## config.mk

```make
export PLATFORM = sky130hd
export DESIGN_NAME = serial_rx_align_flat
export DESIGN_NICKNAME = d
export VERILOG_FILES = /design/src/rtl/phy_pkg.sv /design/src/rtl/serial_rx_align_if.sv /design/src/rtl/rx_shift8.sv /design/src/rtl/serial_rx_align.sv /design/src/flat_wrapper.sv
export SDC_FILE = /design/constraint.sdc
export NUM_CORES = 1
export LEC_CHECK = 0
export CAP_MARGIN = 20
export CORE_ASPECT_RATIO = 0.8
export CORE_UTILIZATION = 53
export DETAILED_ROUTE_END_ITERATION = 16
export MAX_ROUTING_LAYER = met4
export PLACE_DENSITY = 0.73
export SETUP_SLACK_MARGIN = 0.5
export SYNTH_ARGS = -nofsm -noshare
export SYNTH_HDL_FRONTEND = slang
export SYNTH_HIERARCHICAL = 1
export SYNTH_SLANG_ARGS = --single-unit
```

## constraint.sdc

```tcl
create_clock -name clk_8f -period 2.6 [get_ports clk_8f]
set_input_delay 0.78 -clock clk_8f [delete_from_list [all_inputs] [get_ports clk_8f]]
set_output_delay 0.78 -clock clk_8f [all_outputs]
set_load 0.02 [all_outputs]
```

## src/rtl/phy_pkg.sv

```systemverilog
// ----------------------------------------------------------------------------
// phy_pkg
// Shared definitions for the PHY serial link: the idle/alignment comma and the
// receive-aligner state type. Also used by the serialiser and lane checkers.
// ----------------------------------------------------------------------------
package phy_pkg;

    // Idle byte sent by the transmitter whenever it has no valid data
    localparam logic [7:0] COMMA_BYTE = 8'hBC;

    // Receive aligner states (2-bit encoding)
    typedef enum logic [1:0] {
        HUNT   = 2'd0,
        ALIGN  = 2'd1,
        LOCKED = 2'd2
    } rx_state_t;

endpackage

```

## src/rtl/serial_rx_align_if.sv

```systemverilog
// ----------------------------------------------------------------------------
// serial_rx_align_if
// Bundle between the serial lane and the receive aligner.
//   serial_in : serial bit, MSB of each byte first
//   data_out  : last received byte
//   valid_out : data_out carries a data byte (not comma/idle)
//   byte_stb  : one-cycle pulse when data_out/valid_out update
//   locked    : aligner is in the LOCKED state
// master = lane/consumer side, slave = the aligner.
// ----------------------------------------------------------------------------
interface serial_rx_align_if;

    logic       serial_in;
    logic [7:0] data_out;
    logic       valid_out;
    logic       byte_stb;
    logic       locked;

    modport master (
        output serial_in,
        input  data_out,
        input  valid_out,
        input  byte_stb,
        input  locked
    );

    modport slave (
        input  serial_in,
        output data_out,
        output valid_out,
        output byte_stb,
        output locked
    );

endinterface

```

## src/rtl/rx_shift8.sv

```systemverilog
// ----------------------------------------------------------------------------
// rx_shift8
// 8-bit MSB-first shift register with comma compare.
//   clk_i      : bit clock
//   rst_n_i    : synchronous active-low reset
//   bit_i      : incoming serial bit
//   sr_next_o  : value the register takes on this edge (newest bit at LSB)
//   is_comma_o : sr_next_o equals COMMA
// ----------------------------------------------------------------------------
module rx_shift8 #(
    parameter logic [7:0] COMMA = 8'hBC
) (
    input  logic       clk_i,
    input  logic       rst_n_i,
    input  logic       bit_i,
    output logic [7:0] sr_next_o,
    output logic       is_comma_o
);

    logic [7:0] sr_q;
    logic [7:0] sr_d;

    // Next shift value: older bits move toward MSB, new bit enters at LSB
    always_comb begin
        sr_d = {sr_q[6:0], bit_i};
    end

    // Shift register storage
    always_ff @(posedge clk_i) begin
        if (!rst_n_i) begin
            sr_q <= 8'h00;
        end else begin
            sr_q <= sr_d;
        end
    end

    assign sr_next_o  = sr_d;
    assign is_comma_o = (sr_d == COMMA);

endmodule

```

## src/rtl/serial_rx_align.sv

```systemverilog
// ----------------------------------------------------------------------------
// serial_rx_align
// Receive side of the PHY serial link. Deserialises the MSB-first stream,
// aligns on BC_LOCK_COUNT consecutive commas and then presents one byte per
// 8 bit-clocks. Commas are delivered with valid_out=0. Lock is held until reset.
//   clk_8f  : bit clock
//   reset_L : synchronous active-low reset
//   lane    : serial_in in; data_out, valid_out, byte_stb, locked out
// ----------------------------------------------------------------------------
module serial_rx_align
    import phy_pkg::*;
#(
    parameter logic [7:0]  COMMA         = COMMA_BYTE,
    parameter int unsigned BC_LOCK_COUNT = 4
) (
    input  logic              clk_8f,
    input  logic              reset_L,
    serial_rx_align_if.slave  lane
);

    localparam logic [1:0] ST_HUNT   = HUNT;
    localparam logic [1:0] ST_ALIGN  = ALIGN;
    localparam logic [1:0] ST_LOCKED = LOCKED;
    localparam logic [3:0] LOCK_CNT  = 4'(BC_LOCK_COUNT);

    logic [7:0] sr_next_s;
    logic       is_comma_s;
    logic       boundary_s;
    logic [3:0] bc_inc_s;

    logic [1:0] state_q,   state_d;
    logic [2:0] bit_cnt_q, bit_cnt_d;
    logic [3:0] bc_cnt_q,  bc_cnt_d;
    logic [7:0] data_q,    data_d;
    logic       valid_q,   valid_d;
    logic       stb_q,     stb_d;
    logic       locked_q,  locked_d;

    rx_shift8 #(.COMMA(COMMA)) u_shift (
        .clk_i      (clk_8f),
        .rst_n_i    (reset_L),
        .bit_i      (lane.serial_in),
        .sr_next_o  (sr_next_s),
        .is_comma_o (is_comma_s)
    );

    assign boundary_s = (bit_cnt_q == 3'd7);
    // Saturating comma count
    assign bc_inc_s   = (bc_cnt_q < LOCK_CNT) ? (bc_cnt_q + 4'd1) : bc_cnt_q;

    // Aligner FSM, counters and output next-state
    always_comb begin
        state_d   = state_q;
        bit_cnt_d = bit_cnt_q;
        bc_cnt_d  = bc_cnt_q;
        data_d    = data_q;
        valid_d   = valid_q;
        stb_d     = 1'b0;
        locked_d  = locked_q;
        case (state_q)
            ST_HUNT: begin
                // Comma at any bit offset fixes the byte boundary at this edge
                if (is_comma_s) begin
                    bit_cnt_d = 3'd0;
                    bc_cnt_d  = 4'd1;
                    if (LOCK_CNT == 4'd1) begin
                        state_d  = ST_LOCKED;
                        locked_d = 1'b1;
                        data_d   = COMMA;
                        valid_d  = 1'b0;
                        stb_d    = 1'b1;
                    end else begin
                        state_d = ST_ALIGN;
                    end
                end else begin
                    state_d = ST_HUNT;
                end
            end
            ST_ALIGN: begin
                bit_cnt_d = bit_cnt_q + 3'd1;
                if (boundary_s) begin
                    if (is_comma_s) begin
                        bc_cnt_d = bc_inc_s;
                        // Lock-entry edge also delivers the final comma
                        if (bc_inc_s == LOCK_CNT) begin
                            state_d  = ST_LOCKED;
                            locked_d = 1'b1;
                            data_d   = COMMA;
                            valid_d  = 1'b0;
                            stb_d    = 1'b1;
                        end else begin
                            state_d = ST_ALIGN;
                        end
                    end else begin
                        state_d  = ST_HUNT;
                        bc_cnt_d = 4'd0;
                    end
                end else begin
                    state_d = ST_ALIGN;
                end
            end
            ST_LOCKED: begin
                // Only boundary-aligned bytes are examined; straddling commas are ignored
                bit_cnt_d = bit_cnt_q + 3'd1;
                if (boundary_s) begin
                    data_d  = sr_next_s;
                    valid_d = !is_comma_s;
                    stb_d   = 1'b1;
                end else begin
                    stb_d = 1'b0;
                end
            end
            default: begin
                state_d  = ST_HUNT;
                bc_cnt_d = 4'd0;
                locked_d = 1'b0;
                valid_d  = 1'b0;
            end
        endcase
    end

    // State and output registers
    always_ff @(posedge clk_8f) begin
        if (!reset_L) begin
            state_q   <= ST_HUNT;
            bit_cnt_q <= 3'd0;
            bc_cnt_q  <= 4'd0;
            data_q    <= 8'h00;
            valid_q   <= 1'b0;
            stb_q     <= 1'b0;
            locked_q  <= 1'b0;
        end else begin
            state_q   <= state_d;
            bit_cnt_q <= bit_cnt_d;
            bc_cnt_q  <= bc_cnt_d;
            data_q    <= data_d;
            valid_q   <= valid_d;
            stb_q     <= stb_d;
            locked_q  <= locked_d;
        end
    end

    assign lane.data_out  = data_q;
    assign lane.valid_out = valid_q;
    assign lane.byte_stb  = stb_q;
    assign lane.locked    = locked_q;

endmodule

```

## src/flat_wrapper.sv

```systemverilog
// flat-port wrapper written by rule: the top's interface ports become plain ports
module serial_rx_align_flat import phy_pkg::*;
#(
    parameter logic [7:0]  COMMA         = COMMA_BYTE,
    parameter int unsigned BC_LOCK_COUNT = 4
)
  (clk_8f, reset_L, lane_serial_in, lane_data_out, lane_valid_out, lane_byte_stb, lane_locked);
  serial_rx_align_if lane_i ();
  input  logic clk_8f;
  input  logic reset_L;
  input wire logic [$bits(lane_i.serial_in)-1:0] lane_serial_in;
  output wire logic [$bits(lane_i.data_out)-1:0] lane_data_out;
  output wire logic [$bits(lane_i.valid_out)-1:0] lane_valid_out;
  output wire logic [$bits(lane_i.byte_stb)-1:0] lane_byte_stb;
  output wire logic [$bits(lane_i.locked)-1:0] lane_locked;
  assign lane_i.serial_in = lane_serial_in;
  assign lane_data_out = lane_i.data_out;
  assign lane_valid_out = lane_i.valid_out;
  assign lane_byte_stb = lane_i.byte_stb;
  assign lane_locked = lane_i.locked;
  serial_rx_align #(.COMMA(COMMA), .BC_LOCK_COUNT(BC_LOCK_COUNT)) u_core (.clk_8f(clk_8f), .reset_L(reset_L), .lane(lane_i));
endmodule
```

Yosys cells after proc, flatten, opt, wreduce, memory -nomap -nowiden --
Cells that the tools add are included.
Storage, ports and cells: flip-flop bits (word level) 27, bits of input ports 3, output and inout port bits 11, word-level logic and storage cells 66
Cells by class: add/subtract/negate cells 2, order comparisons 1, equality and inequality tests 10, muxes and demuxes 31, bitwise operators 3, reduce and logical (&&, ||, !) cells 11
Operators by type and width (count):
- $mux W8 | 4
- $mux W4 | 4
- $pmux W8 S2 | 1
- $mux W1 | 12
- $pmux W4 S3 | 1
- $ne A2 B1 Y1 const B | 5
- $reduce_and A5 Y1 | 2
- $eq A8 B8 Y1 const B | 1
- $mux W2 | 3
- $pmux W2 S3 | 1
- $pmux W3 S2 | 1
- $add A4 B1 Y4 const B | 1
- $eq A4 B3 Y1 const B | 1
- $lt A4 B3 Y1 const B | 1
- $pmux W1 S2 | 2
- $reduce_and A4 Y1 | 1
- $reduce_bool A2 Y1 | 2
- $reduce_or A2 Y1 | 2
- $add A3 B1 Y3 const B | 1
- $eq A3 B3 Y1 const B | 1
- $mux W3 | 1
- $not A1 Y1 | 3
- $pmux W1 S3 | 1
- $reduce_and A3 Y1 | 1
- 5 further kinds | 5

Longest topological paths before layout --
Gate-level depths: netlist of run 1.
depth after elaboration 7, gate-level depth with buffers 7, gate-level depth less buffers 6

Cells and area by module --
Netlist of run 1, hierarchy kept.
Modules (own cells, without submodules):
- serial_rx_align | times used 1, cells an instance 103, area an instance 988.4 µm², seq. area each 400.4 µm²
- rx_shift8 | times used 1, cells an instance 18, area an instance 217.7 µm², seq. area each 140.1 µm²

Worst setup path before layout of run 1 --
Ideal clock, no wire load.
kind input -> register, from in lane_serial_in, to reg u_core.bc_cnt_q[1], arrival time 2.011 ns, required time 2.524 ns, setup slack 0.513 ns, stages on the path 6, buffers on the path 1, cells stage by stage nor4_2 buf_2 nand2b_1 o211ai_1 or3_1 a21boi_0
On the way: word-level cells in the longest chain between the ends 4, elaborated cells on any way between the ends 6, classes of those cells eq/ne: 2; mux: 3; reduce/logical: 1
RTL lines:
- start, declared | RTL line flat_wrapper.sv:11 | input wire logic [$bits(lane_i.serial_in)-1:0] lane_serial_in;
- $eq A8 B8 Y1 * | RTL line rx_shift8.sv:38 | assign is_comma_o = (sr_d == COMMA);
- $mux W4 | RTL line serial_rx_align.sv:82 | if (is_comma_s) begin
- $mux W4 | RTL line serial_rx_align.sv:81 | if (boundary_s) begin
- $pmux W4 S3 | RTL line serial_rx_align.sv:60 | case (state_q)
- end signal, assigned | RTL line serial_rx_align.sv:135 | bc_cnt_q <= bc_cnt_d;
- end, declared | RTL line serial_rx_align.sv:33 | logic [3:0] bc_cnt_q, bc_cnt_d;
Every way passes the cells marked *; elsewhere a longest branch is shown, timed or not. The select of a mux whose other input is x is not followed. A chain may end at the register's enable or synchronous reset.

Worst setup path after layout of run 1 --
from reg u_core.locked_q, in the netlist u_core/lane.locked, to out lane_locked
RTL lines:
- start, declared | RTL line serial_rx_align.sv:37 | logic locked_q, locked_d;
- start signal, assigned | RTL line serial_rx_align.sv:139 | locked_q <= locked_d;
- end, declared | RTL line flat_wrapper.sv:15 | output wire logic [$bits(lane_i.locked)-1:0] lane_locked;
No word-level cell between the ends.

==> load_flow_metrics.sql, run 1 <==
INSERT INTO impl_metrics (metric_group, metric, value, unit) VALUES
('run_status', 'outcome', 'finished clean', ''),
('layout', 'proportion_of_layout_cells_with_a_drive_suffix_above_1', '0.115', ''),
('die', 'top_level_port_count', '14', ''),
('timing', 'max_freq', '488', 'MHz'),
('layout', 'mostFrequentLayoutCells', 'sky130_fd_sc_hd__dfxtp_1, sky130_fd_sc_hd__nand2_1, sky130_fd_sc_hd__dlymetal6s2s_1, sky130_fd_sc_hd__and2_1, sky130_fd_sc_hd__inv_1', ''),
('clocking', 'cts.hold.buffers_added', '0', ''),
('placement', 'placed_cells_incl_taps', '159', ''),
('worst_hold_path', 'worst_hold_endpoint', 'u_core/lane.data_out[6]', ''),
('die', 'floorplan.die_area', '2470', 'sq um'),
('worst_setup_path', 'crit_path_max_fanout', '2', ''),
('global_route', 'grt_first_pass_wirelength', '3.91', 'mm'),
('route', 'post_drt_via_cell_ratio', '5.72', ''),
('route', 'num_vias', '938', ''),
('power_and_ir_drop', 'pwr-share-comb', '0.025', ''),
('power_and_ir_drop', 'vdd_ir_drop_max', '0.000374', 'V'),
('timing', 'clock_period_minus_final_worst_setup_slack', '2050', 'ps'),
('die', 'core_outline_area', '2160', 'sq um'),
('timing', 'timing.final.setup_violations', '0', ''),
('synth', 'synth_sequential_area_ratio', '0.448', ''),
('global_route', 'first_global_vias', '875', ''),
('power_and_ir_drop', 'total_leakage_power', '0.677', 'nW'),
('timing', 'final-hold-violation-count', '0', ''),
('synth', 'ys_ff_latch', '27', ''),
('power_and_ir_drop', 'p_sw_frac', '0.211', ''),
('route', 'drt_wl_total', '2.22', 'mm'),
('layout', 'nNetsFinal', '149', ''),
('clocking', 'cts_root_buf', 'sky130_fd_sc_hd__clkbuf_4', ''),
('timing', 'relSlewSlack', '0.695', ''),
('clocking', 'cts_buffers', '3', ''),
('worst_setup_path', 'cell_breakdown_of_the_critical_path', 'clkdlybuf4s50_1', ''),
('power_and_ir_drop', 'total_power', '609', 'uW'),
('clocking', 'clk_pin_slew_worst_paths', '130', 'ps'),
('synth', 'async_set_reset_flop_share_out_of_synthesis', '0', ''),
('synth', 'synth.cell_area', '1210', 'sq um'),
('worst_setup_path', 'setup.worst_path.start_class', 'flop', ''),
('timing', 'grt_setup_unrepaired', 'no', ''),
('route', 'detail_route.first_pass.iterations', '4', ''),
('worst_setup_path', 'cp_top_family', 'buffers and inverters', ''),
('power_and_ir_drop', 'flop_pwr_share', '0.687', ''),
('synth', 'synth-edff-count', '0', ''),
('worst_setup_path', 'critical_path.reg2reg.endpoint', 'u_core/lane.data_out[5]', ''),
('timing', 'final.hold.worst_slack', '480', 'ps'),
('die', 'floorplan.initialDensity', '0.559', ''),
('worst_setup_path', 'delay_contributed_by_the_slowest_stage_of_the_critical_path', '600', 'ps'),
('synth', 'synthesis.area_per_instance', '9.97', 'sq um'),
('power_and_ir_drop', 'pwr-share-clk', '0.288', ''),
('placement', 'hpwlAfterDp', '1.66', 'mm'),
('synth', 'mapped_nets', '130', ''),
('layout', 'utilization', '0.667', ''),
('worst_setup_path', 'arrival_time_reported_for_the_critical_path_endpoint', '1270', 'ps'),
('global_route', 'grt_max_degree', '18', ''),
('die', 'die_width', '55.3', 'um'),
('worst_setup_path', 'ff2ff_path_depth', '5', ''),
('worst_setup_path', 'timing.critical_path.required', '1820', 'ps'),
('route', 'wire_per_inst', '13.6', 'um'),
('timing', 'fin_crit_sh', '0.788', ''),
('worst_setup_path', 'timing.critical_path.buf_inv', '1', ''),
('global_route', 'number_of_antenna_violations_at_the_first_check_in_global_routing', '0', ''),
('worst_setup_path', 'cp-end-kind', 'primary output', ''),
('die', 'die-height', '44.7', 'um'),
('synth', 'yosys_warnings', '6', ''),
('worst_setup_path', 'r2r_start', 'u_core/bc_cnt_q[0]', ''),
('timing', 'worst_pin_slew', '455', 'ps'),
('layout', 'num_antenna_cells', '0', ''),
('layout', 'fillers', '174', ''),
('worst_setup_path', 'critical_path.startpoint', 'u_core/lane.locked', ''),
('worst_setup_path', 'slowest_cell_on_the_critical_path', 'sky130_fd_sc_hd__clkdlybuf4s50_1', ''),
('power_and_ir_drop', 'internal-power', '480', 'uW'),
('clocking', 'htree_num_levels', '1', ''),
('worst_hold_path', 'min_delay_path_depth', '2', ''),
('power_and_ir_drop', 'p_sw', '129', 'uW');
Yosys cell counts (3+ instances only):
cell | instances | share of area
sky130_fd_sc_hd__dfxtp_1 | 27 | 0.45
sky130_fd_sc_hd__nand2_1 | 13 | 0.040
sky130_fd_sc_hd__a21oi_1 | 3 | 0.012
sky130_fd_sc_hd__o221a_1 | 5 | 0.047
sky130_fd_sc_hd__ha_1 | 6 | 0.062
sky130_fd_sc_hd__o21ai_0 | 5 | 0.021
sky130_fd_sc_hd__o22ai_1 | 3 | 0.016
sky130_fd_sc_hd__and2_1 | 8 | 0.041
sky130_fd_sc_hd__inv_1 | 7 | 0.022
sky130_fd_sc_hd__nor2_1 | 5 | 0.016
metrics by stage:
stage / setup slack, ps / setup TNS (ps) / area (sq um)
finish: 551 / 0 / 1440
global route: 500 / 0 / 1440
CTS: 515 / 0 / 1420
detailed placement: -70.6 / -70.6 / 1380
global placement: -47.1 / -47.1 / 1380
floorplan: 513 / 0 / 1210
worst max path at each step:
stage / depth (start not counted) / endpoint / slack [ps]
global placement: 6 / u_core/bc_cnt_q[1] / -50
detailed placement: 6 / u_core/bc_cnt_q[1] / -70
CTS: 1 / lane_data_out[5] / 510
finish: 1 / lane_locked / 550
floorplan: 6 / u_core/bc_cnt_q[1] / 510
global route: 1 / lane_locked / 500
worst reg2reg max path, delay by kind of cell, from the launching register on:
kind	cells	cell delay [ps]
adders and majority gates	1	310
and+or+nand+nor	2	410
DFF	1	370
AOI/OAI and AO/OA	2	730
sequential cells by signal, summed over array words and instances, names as in the netlist:
register and count:
u_core/bit_cnt_q 3, u_core/lane.valid_out 1, u_core/lane.byte_stb 1, u_core/lane.locked 1
u_core/state_q 2, u_core/lane.data_out 8, u_core/bc_cnt_q 4, u_core/u_shift/sr_q 7
logic make-up after synthesis:
| group | after synthesis | synth area share |
|---|---|---|
| simple gates | 41 | 0.193 |
| compound gates | 36 | 0.258 |
| flops | 27 | 0.448 |
| buf+inv | 11 | 0.0384 |
| fa+ha+maj | 6 | 0.0622 |
power by group through the flow:
stage / clock [mW] / sequential (mW) / combinational (mW)
2_1_floorplan: 0 / 0.427 / 0.00898
3_3_place_gp: 0 / 0.427 / 0.0155
3_5_place_dp: 0 / 0.427 / 0.0157
4_1_cts: 0.184 / 0.418 / 0.0155
5_1_grt: 0.198 / 0.419 / 0.0170
6_report: 0.176 / 0.418 / 0.0150
routing by layer:
layer | up-vias | global-route usage | wire, um
met5 | - | - | 0
met3 | 5 | 0.0614 | 94
met4 | 0 | 0.0900 | 35
met2 | 16 | 0.333 | 1030
met1 | 434 | 0.270 | 1070
li1 | 483 | - | -
area by class of cell:
type | instances | area, sq um | share of cell area
Inverter | 7 | 26.3 | 0.0183
Timing Repair Buffer | 18 | 185 | 0.129
Clock buffer | 3 | 22.5 | 0.0157
Sequential cell | 27 | 541 | 0.376
Clock inverter | 1 | 5.00 | 0.00348
Tap cell | 25 | 31.3 | 0.0217
Multi-Input combinational cell | 83 | 628 | 0.437
what timing repair did:
item,in CTS,in global routing
gates resized for setup,3,8
setup endpoints to repair,15,8
pin swaps,2,0
buffers inserted,1,0
Power figures use the tool's default switching activity.
==> run 2, diff against run 1 <==
CORE_UTILIZATION = 48   (was 53)
PLACE_DENSITY = 0.7   (was 0.73)
clock period = 1.8 ns   (was 2.6 ns; I/O delays follow)
==> run 2 against run 1 <==
- the run now ends with DRC, setup timing left
- die area up 10%
- final area up 39%
- sequential share of layout area down 9.0 points
- critical path depth up 7
- non-clock buffer count up 31
- clock power up 52%
- core utilization up 21 points
- count of clock-buffer cells in the layout unchanged
- largest power group unchanged
==> load_flow_metrics.sql, run 2 (synthesis gave the netlist of run 1 again) <==
INSERT INTO impl_metrics (metric_group, metric, value, unit) VALUES
('timing', 'slew_violations', '0', ''),
('die', 'floorplan.initialDensity', '0.531', ''),
('layout', 'num_antenna_cells', '0', ''),
('die', 'top_level_port_count', '14', ''),
('route', 'num_vias', '1213', ''),
('layout', 'area_growth_syn_to_layout', '65.8', '%'),
('worst_setup_path', 'crit_path_max_fanout', '4', ''),
('layout', 'layout.cells.non_filler', '204', ''),
('timing', 'worst_pin_slew', '382', 'ps'),
('route', 'drt.antenna.violating_nets', '0', ''),
('layout', 'nNetsFinal', '180', ''),
('placement', 'placed_cells_incl_taps', '178', ''),
('placement', 'hpwlAfterDp', '1.93', 'mm'),
('layout', 'proportion_of_layout_cells_with_a_drive_suffix_above_1', '0.624', ''),
('route', 'wire_per_inst', '19.7', 'um'),
('timing', 'clock_period_minus_final_worst_setup_slack', '1860', 'ps'),
('worst_setup_path', 'cell_breakdown_of_the_critical_path', 'nand4b_1 -> nor4_4 -> buf_6 -> nand2b_4 -> o211ai_1 -> buf_4 -> o21ai_0 -> a21boi_1', ''),
('global_route', 'first_global_vias', '1065', ''),
('worst_setup_path', 'critPathKind', 'flop to flop', ''),
('worst_setup_path', 'delay_contributed_by_the_slowest_stage_of_the_critical_path', '360', 'ps'),
('timing', 'setup_total_negative_slack', '-448', 'ps'),
('power_and_ir_drop', 'vdd_ir_drop_max', '0.000400', 'V'),
('route', 'drt_wl_total', '4.02', 'mm'),
('timing', 'final-hold-violation-count', '0', ''),
('clocking', 'cts_root_buf', 'sky130_fd_sc_hd__clkbuf_4', ''),
('route', 'remaining_drc_errors', '1', ''),
('worst_setup_path', 'cp-end-kind', 'flop', ''),
('layout', 'fin_area', '2000', 'sq um'),
('die', 'die-height', '46.8', 'um'),
('clocking', 'worst_skew_late_latency', '340', 'ps'),
('die', 'core_outline_area', '2270', 'sq um'),
('die', 'die_width', '58.0', 'um'),
('worst_setup_path', 'timing.critical_path.buf_inv', '2', ''),
('timing', 'timing.clock.skew', '7.73', 'ps'),
('route', 'detail_route.first_pass.iterations', '10', ''),
('die', 'placementRows', '15', ''),
('layout', 'fillers', '108', ''),
('layout', 'final_common_cell', 'sky130_fd_sc_hd__buf_4', ''),
('global_route', 'number_of_antenna_violations_at_the_first_check_in_global_routing', '0', ''),
('global_route', 'grt_max_degree', '19', ''),
('power_and_ir_drop', 'pwr_density_cell', '450', 'nW/um^2'),
('flow_run', 'maxCapViolations', '0', ''),
('route', 'detail_route.iter0.violations', '71', ''),
('clocking', 'clk_pin_slew_worst_paths', '150', 'ps'),
('clocking', 'cts-root-to-sink-buffers', '2', ''),
('worst_setup_path', 'setup.worst_path.start_class', 'flop', ''),
('clocking', 'htree_num_levels', '1', ''),
('placement', 'post-place-ws', '-444', 'ps'),
('global_route', 'overflow', '0', ''),
('global_route', 'track_usage', '0.276', ''),
('layout', 'largest_register_ff_count', '8', ''),
('die', 'floorplan.die_area', '2720', 'sq um'),
('timing', 'max_freq', '537', 'MHz'),
('worst_setup_path', 'timing.critical_path.required', '2030', 'ps'),
('timing', 'fin_crit_sh', '1.04', ''),
('clocking', 'tritoncts_clock_tree', 'built', ''),
('worst_setup_path', 'cp_top_family', 'simple AND/OR/NAND/NOR gates', ''),
('clocking', 'cts.sinks', '27', ''),
('timing', 'relSlewSlack', '0.744', ''),
('route', 'post_drt_via_cell_ratio', '5.95', ''),
('run_status', 'failed_checks', 'DRC, setup timing', ''),
('placement', 'port_buffers', '13', ''),
('placement', 'placedInstanceArea', '1520', 'sq um'),
('clocking', 'cts_buffers', '3', ''),
('power_and_ir_drop', 'total_leakage_power', '0.762', 'nW'),
('worst_hold_path', 'worst_hold_path_type', 'flop to flop', ''),
('worst_setup_path', 'arrival_time_reported_for_the_critical_path_endpoint', '2100', 'ps'),
('layout', 'utilization', '0.880', ''),
('global_route', 'grt_first_pass_wirelength', '5.22', 'mm'),
('timing', 'grt_setup_unrepaired', 'yes', ''),
('worst_setup_path', 'slowest_cell_on_the_critical_path', 'sky130_fd_sc_hd__dfxtp_2', ''),
('timing', 'timing.final.setup_violations', '10', ''),
('timing', 'timing.final.ws_setup', '-63.6', 'ps'),
('run_status', 'outcome', 'finished with violations', ''),
('placement', 'gp_congestion', '0.778', ''),
('layout', 'mostFrequentLayoutCells', 'sky130_fd_sc_hd__buf_4, sky130_fd_sc_hd__dfxtp_2, sky130_fd_sc_hd__buf_6', '');
==> run 2: cell count changes in the layout (fill, tap and decap cells not counted), sizes merged <==
cell | before | now
dlygate4sd2 | 2 | 1
clkdlybuf4s50 | 3 | 1
buf | 5 | 47
dlymetal6s2s | 8 | 0
==> run 2: metrics by stage <==
stage / power [mW] / hold slack (ps)
6_report: 0.900 / 502
5_1_grt: 0.929 / 515
4_1_cts: 0.897 / 492
3_5_place_dp: 0.643 / 467
3_3_place_gp: 0.642 / 455
2_1_floorplan: 0.628 / 449
==> run 2: repair_timing <==
item / 4_1_cts / 5_1_grt
setup endpoints to repair: 31 / 31
setup buffers: 19 / 3
hold buffers: 0 / 0
gates resized for setup: 109 / 24
pin swaps: 10 / 12
==> run 2: final cells by class <==
cell class	instances	area, sq um	area share
Multi-Input combinational cell	83	865	0.432
Sequential cell	27	571	0.285
Timing Repair Buffer	49	468	0.234
Tap cell	34	42.5	0.0213
Inverter	7	26.3	0.0131
Clock buffer	3	22.5	0.0113
Clock inverter	1	5.00	0.00250
==> run 2: worst paths after layout <==
kind | from | to | slack (ps) | depth (start not counted)
worst min register to register | u_core/u_shift/sr_q[3] | u_core/u_shift/sr_q[4] | 500 | 1
worst max register to register | u_core/u_shift/sr_q[5] | u_core/bc_cnt_q[1] | -60 | 8
worst max-delay path | u_core/u_shift/sr_q[5] | u_core/bc_cnt_q[1] | -60 | 8
worst min-delay path | u_core/u_shift/sr_q[3] | u_core/u_shift/sr_q[4] | 500 | 1
==> run 2: per-layer routing <==
metal	global-route usage	vias up	routed length (um)
li1	-	548	-
met1	0.354	593	1840
met2	0.462	57	1860
met3	0.0496	15	233
met4	0.0619	0	89
met5	-	-	0
==> run 2: report_power, final <==
part,internal (mW),switching [mW]
clock,0.0837,0.184
combinational,0.0131,0.0162
sequential,0.600,0.00400
total,0.696,0.204
==> run 3, diff against run 2 <==
--- a/constraint.sdc
+++ b/constraint.sdc
@@ -3,2 +3,2 @@
 set_output_delay 0.54 -clock clk_8f [all_outputs]
-set_load 0.02 [all_outputs]
+set_load 0.1 [all_outputs]
==> run 3 against run 2 <==
- the run now ends clean
- non-clock buffer count down 11
- combinational power is 8.2% higher
- clock power fell by 3%
- clock skew up 6.0 ps
- global-route usage fell by 4.7 points
- wire length shrank 33%
- critical path type unchanged
- critical endpoint is now u_core/lane.data_out[2]
- largest cell class unchanged
- largest power group unchanged
==> load_flow_metrics.sql, run 3 (synthesis gave the netlist of run 1 again) <==
INSERT INTO impl_metrics (metric_group, metric, value, unit) VALUES
('worst_setup_path', 'critPathKind', 'flop to flop', ''),
('timing', 'final-hold-violation-count', '0', ''),
('route', 'drt.antenna.violating_nets', '0', ''),
('clocking', 'clk_pin_slew_worst_paths', '140', 'ps'),
('worst_setup_path', 'delay_contributed_by_the_slowest_stage_of_the_critical_path', '460', 'ps'),
('global_route', 'grt_first_pass_wirelength', '4.42', 'mm'),
('die', 'core_outline_area', '2270', 'sq um'),
('worst_setup_path', 'cell_breakdown_of_the_critical_path', 'nand2_1 -> nor4_4 -> buf_6 -> nand2_4 -> o41a_4 -> o221a_1', ''),
('route', 'detail_route.iter0.violations', '29', ''),
('worst_setup_path', 'slowest_cell_on_the_critical_path', 'sky130_fd_sc_hd__o41a_4', ''),
('clocking', 'cts.hold.buffers_added', '0', ''),
('layout', 'area_growth_syn_to_layout', '54.5', '%'),
('global_route', 'grt_max_degree', '21', ''),
('global_route', 'number_of_antenna_violations_at_the_first_check_in_global_routing', '0', ''),
('worst_setup_path', 'setup.worst_path.start_class', 'flop', ''),
('worst_setup_path', 'crit_path_max_fanout', '6', ''),
('timing', 'fin_crit_sh', '0.976', ''),
('worst_setup_path', 'cp-end-kind', 'flop', ''),
('worst_setup_path', 'cp_top_family', 'compound AO/OA/AOI/OAI gates', ''),
('clocking', 'cts_root_buf', 'sky130_fd_sc_hd__clkbuf_4', ''),
('route', 'detail_route.first_pass.iterations', '4', ''),
('placement', 'port_buffers', '13', ''),
('route', 'remaining_drc_errors', '0', ''),
('placement', 'post-place-ws', '-477', 'ps'),
('die', 'top_level_port_count', '14', ''),
('route', 'num_vias', '1041', ''),
('timing', 'grt_setup_unrepaired', 'yes', ''),
('flow_run', 'maxCapViolations', '0', ''),
('placement', 'gp_congestion', '0.797', ''),
('clocking', 'cts_buffers', '3', ''),
('timing', 'timing.final.setup_violations', '0', ''),
('timing', 'timing.final.ws_setup', '43.6', 'ps'),
('worst_setup_path', 'timing.critical_path.buf_inv', '1', ''),
('timing', 'clock_period_minus_final_worst_setup_slack', '1760', 'ps'),
('power_and_ir_drop', 'vdd_ir_drop_max', '0.000555', 'V'),
('power_and_ir_drop', 'total_leakage_power', '0.710', 'nW'),
('power_and_ir_drop', 'pwr_density_cell', '479', 'nW/um^2'),
('timing', 'worst_pin_slew', '308', 'ps'),
('layout', 'fin_area', '1860', 'sq um'),
('layout', 'nNetsFinal', '169', ''),
('clocking', 'htree_num_levels', '1', ''),
('die', 'die-height', '46.8', 'um'),
('global_route', 'track_usage', '0.229', ''),
('global_route', 'overflow', '0', ''),
('placement', 'hpwlAfterDp', '1.96', 'mm'),
('global_route', 'first_global_vias', '934', ''),
('run_status', 'outcome', 'finished clean', ''),
('timing', 'slew_violations', '0', ''),
('timing', 'timing.clock.skew', '13.7', 'ps'),
('die', 'floorplan.initialDensity', '0.531', ''),
('timing', 'max_freq', '569', 'MHz'),
('worst_setup_path', 'timing.critical_path.required', '2040', 'ps'),
('clocking', 'cts-root-to-sink-buffers', '2', ''),
('route', 'post_drt_via_cell_ratio', '5.39', ''),
('layout', 'largest_register_ff_count', '8', ''),
('die', 'placementRows', '15', ''),
('clocking', 'worst_skew_late_latency', '330', 'ps'),
('worst_setup_path', 'arrival_time_reported_for_the_critical_path_endpoint', '2000', 'ps'),
('placement', 'placedInstanceArea', '1680', 'sq um'),
('timing', 'relSlewSlack', '0.794', ''),
('clocking', 'tritoncts_clock_tree', 'built', ''),
('die', 'floorplan.die_area', '2720', 'sq um'),
('layout', 'mostFrequentLayoutCells', 'sky130_fd_sc_hd__buf_4, sky130_fd_sc_hd__dfxtp_2, sky130_fd_sc_hd__buf_12', ''),
('layout', 'num_antenna_cells', '0', ''),
('layout', 'proportion_of_layout_cells_with_a_drive_suffix_above_1', '0.503', ''),
('worst_hold_path', 'worst_hold_path_type', 'flop to flop', ''),
('route', 'drt_wl_total', '2.70', 'mm'),
('route', 'wire_per_inst', '14.0', 'um'),
('clocking', 'cts.sinks', '27', ''),
('layout', 'final_common_cell', 'sky130_fd_sc_hd__buf_4', ''),
('die', 'die_width', '58.0', 'um');
## run 3: cell types whose count changed in the layout (fill, tap and decap cells not counted), moves of 3 or more
cell,before,now
sky130_fd_sc_hd__buf_6,17,4
sky130_fd_sc_hd__buf_12,2,12
sky130_fd_sc_hd__buf_4,27,20
sky130_fd_sc_hd__ha_4,5,2
sky130_fd_sc_hd__dfxtp_1,5,8
sky130_fd_sc_hd__dfxtp_2,21,18
## run 3: final timing paths
path	from	to	slack, ps	depth (start not counted)
min reg2reg	u_core/bit_cnt_q[0]	u_core/bit_cnt_q[0]	490	2
max	u_core/u_shift/sr_q[4]	u_core/lane.data_out[2]	40	6
max reg2reg	u_core/u_shift/sr_q[4]	u_core/lane.data_out[2]	40	6
min	u_core/bit_cnt_q[0]	u_core/bit_cnt_q[0]	490	2
## run 3: area by class of cell
class / count / area, sq um
Tap cell: 34 / 42.5
Sequential cell: 27 / 567
Inverter: 7 / 26.3
Timing Repair Buffer: 38 / 454
Clock buffer: 4 / 26.3
Multi-Input combinational cell: 83 / 747
Fill cell: 127 / 408
## run 3: metrics by stage
stage          TNS (ps)  instances  power (mW)  hold slack (ps)   util
6_report              0        193       0.892              488  0.820
5_1_grt           -70.9        193       0.930              516  0.820
4_1_cts               0        191       0.900              477  0.786
3_5_place_dp      -6810        180       0.647              464  0.738
3_3_place_gp      -6060        180       0.647              460  0.738
2_1_floorplan         0        121       0.628              442      -
## run 3: routing by layer
| layer | vias up | GRT usage | part of all wire |
|---|---|---|---|
| li1 | 523 | - | - |
| met4 | 0 | 0.0429 | 0.0030 |
| met1 | 497 | 0.311 | 0.52 |
| met2 | 19 | 0.352 | 0.44 |
| met3 | 2 | 0.0579 | 0.036 |
| met5 | - | - | 0 |
## run 3: timing repair
action | 4_1_cts | 5_1_grt
setup buffers | 7 | 2
hold endpoints to repair | 0 | 0
gates resized for setup | 13 | 12
setup endpoints to repair | 31 | 31
pin swaps | 6 | 8
## run 3: worst min-delay path, cell delays in order (launching register included)
cell	delay, ps
sky130_fd_sc_hd__dfxtp_2	350
sky130_fd_sc_hd__nand2_1	60
sky130_fd_sc_hd__a21boi_1	50
## run 3: power by group
part / total [mW] / internal [mW] / leakage (nW) / switching (mW)
combinational: 0.0317 / 0.0166 / 0.468 / 0.0150
sequential: 0.602 / 0.599 / 0.228 / 0.00301
clock: 0.258 / 0.0869 / 0.0150 / 0.172
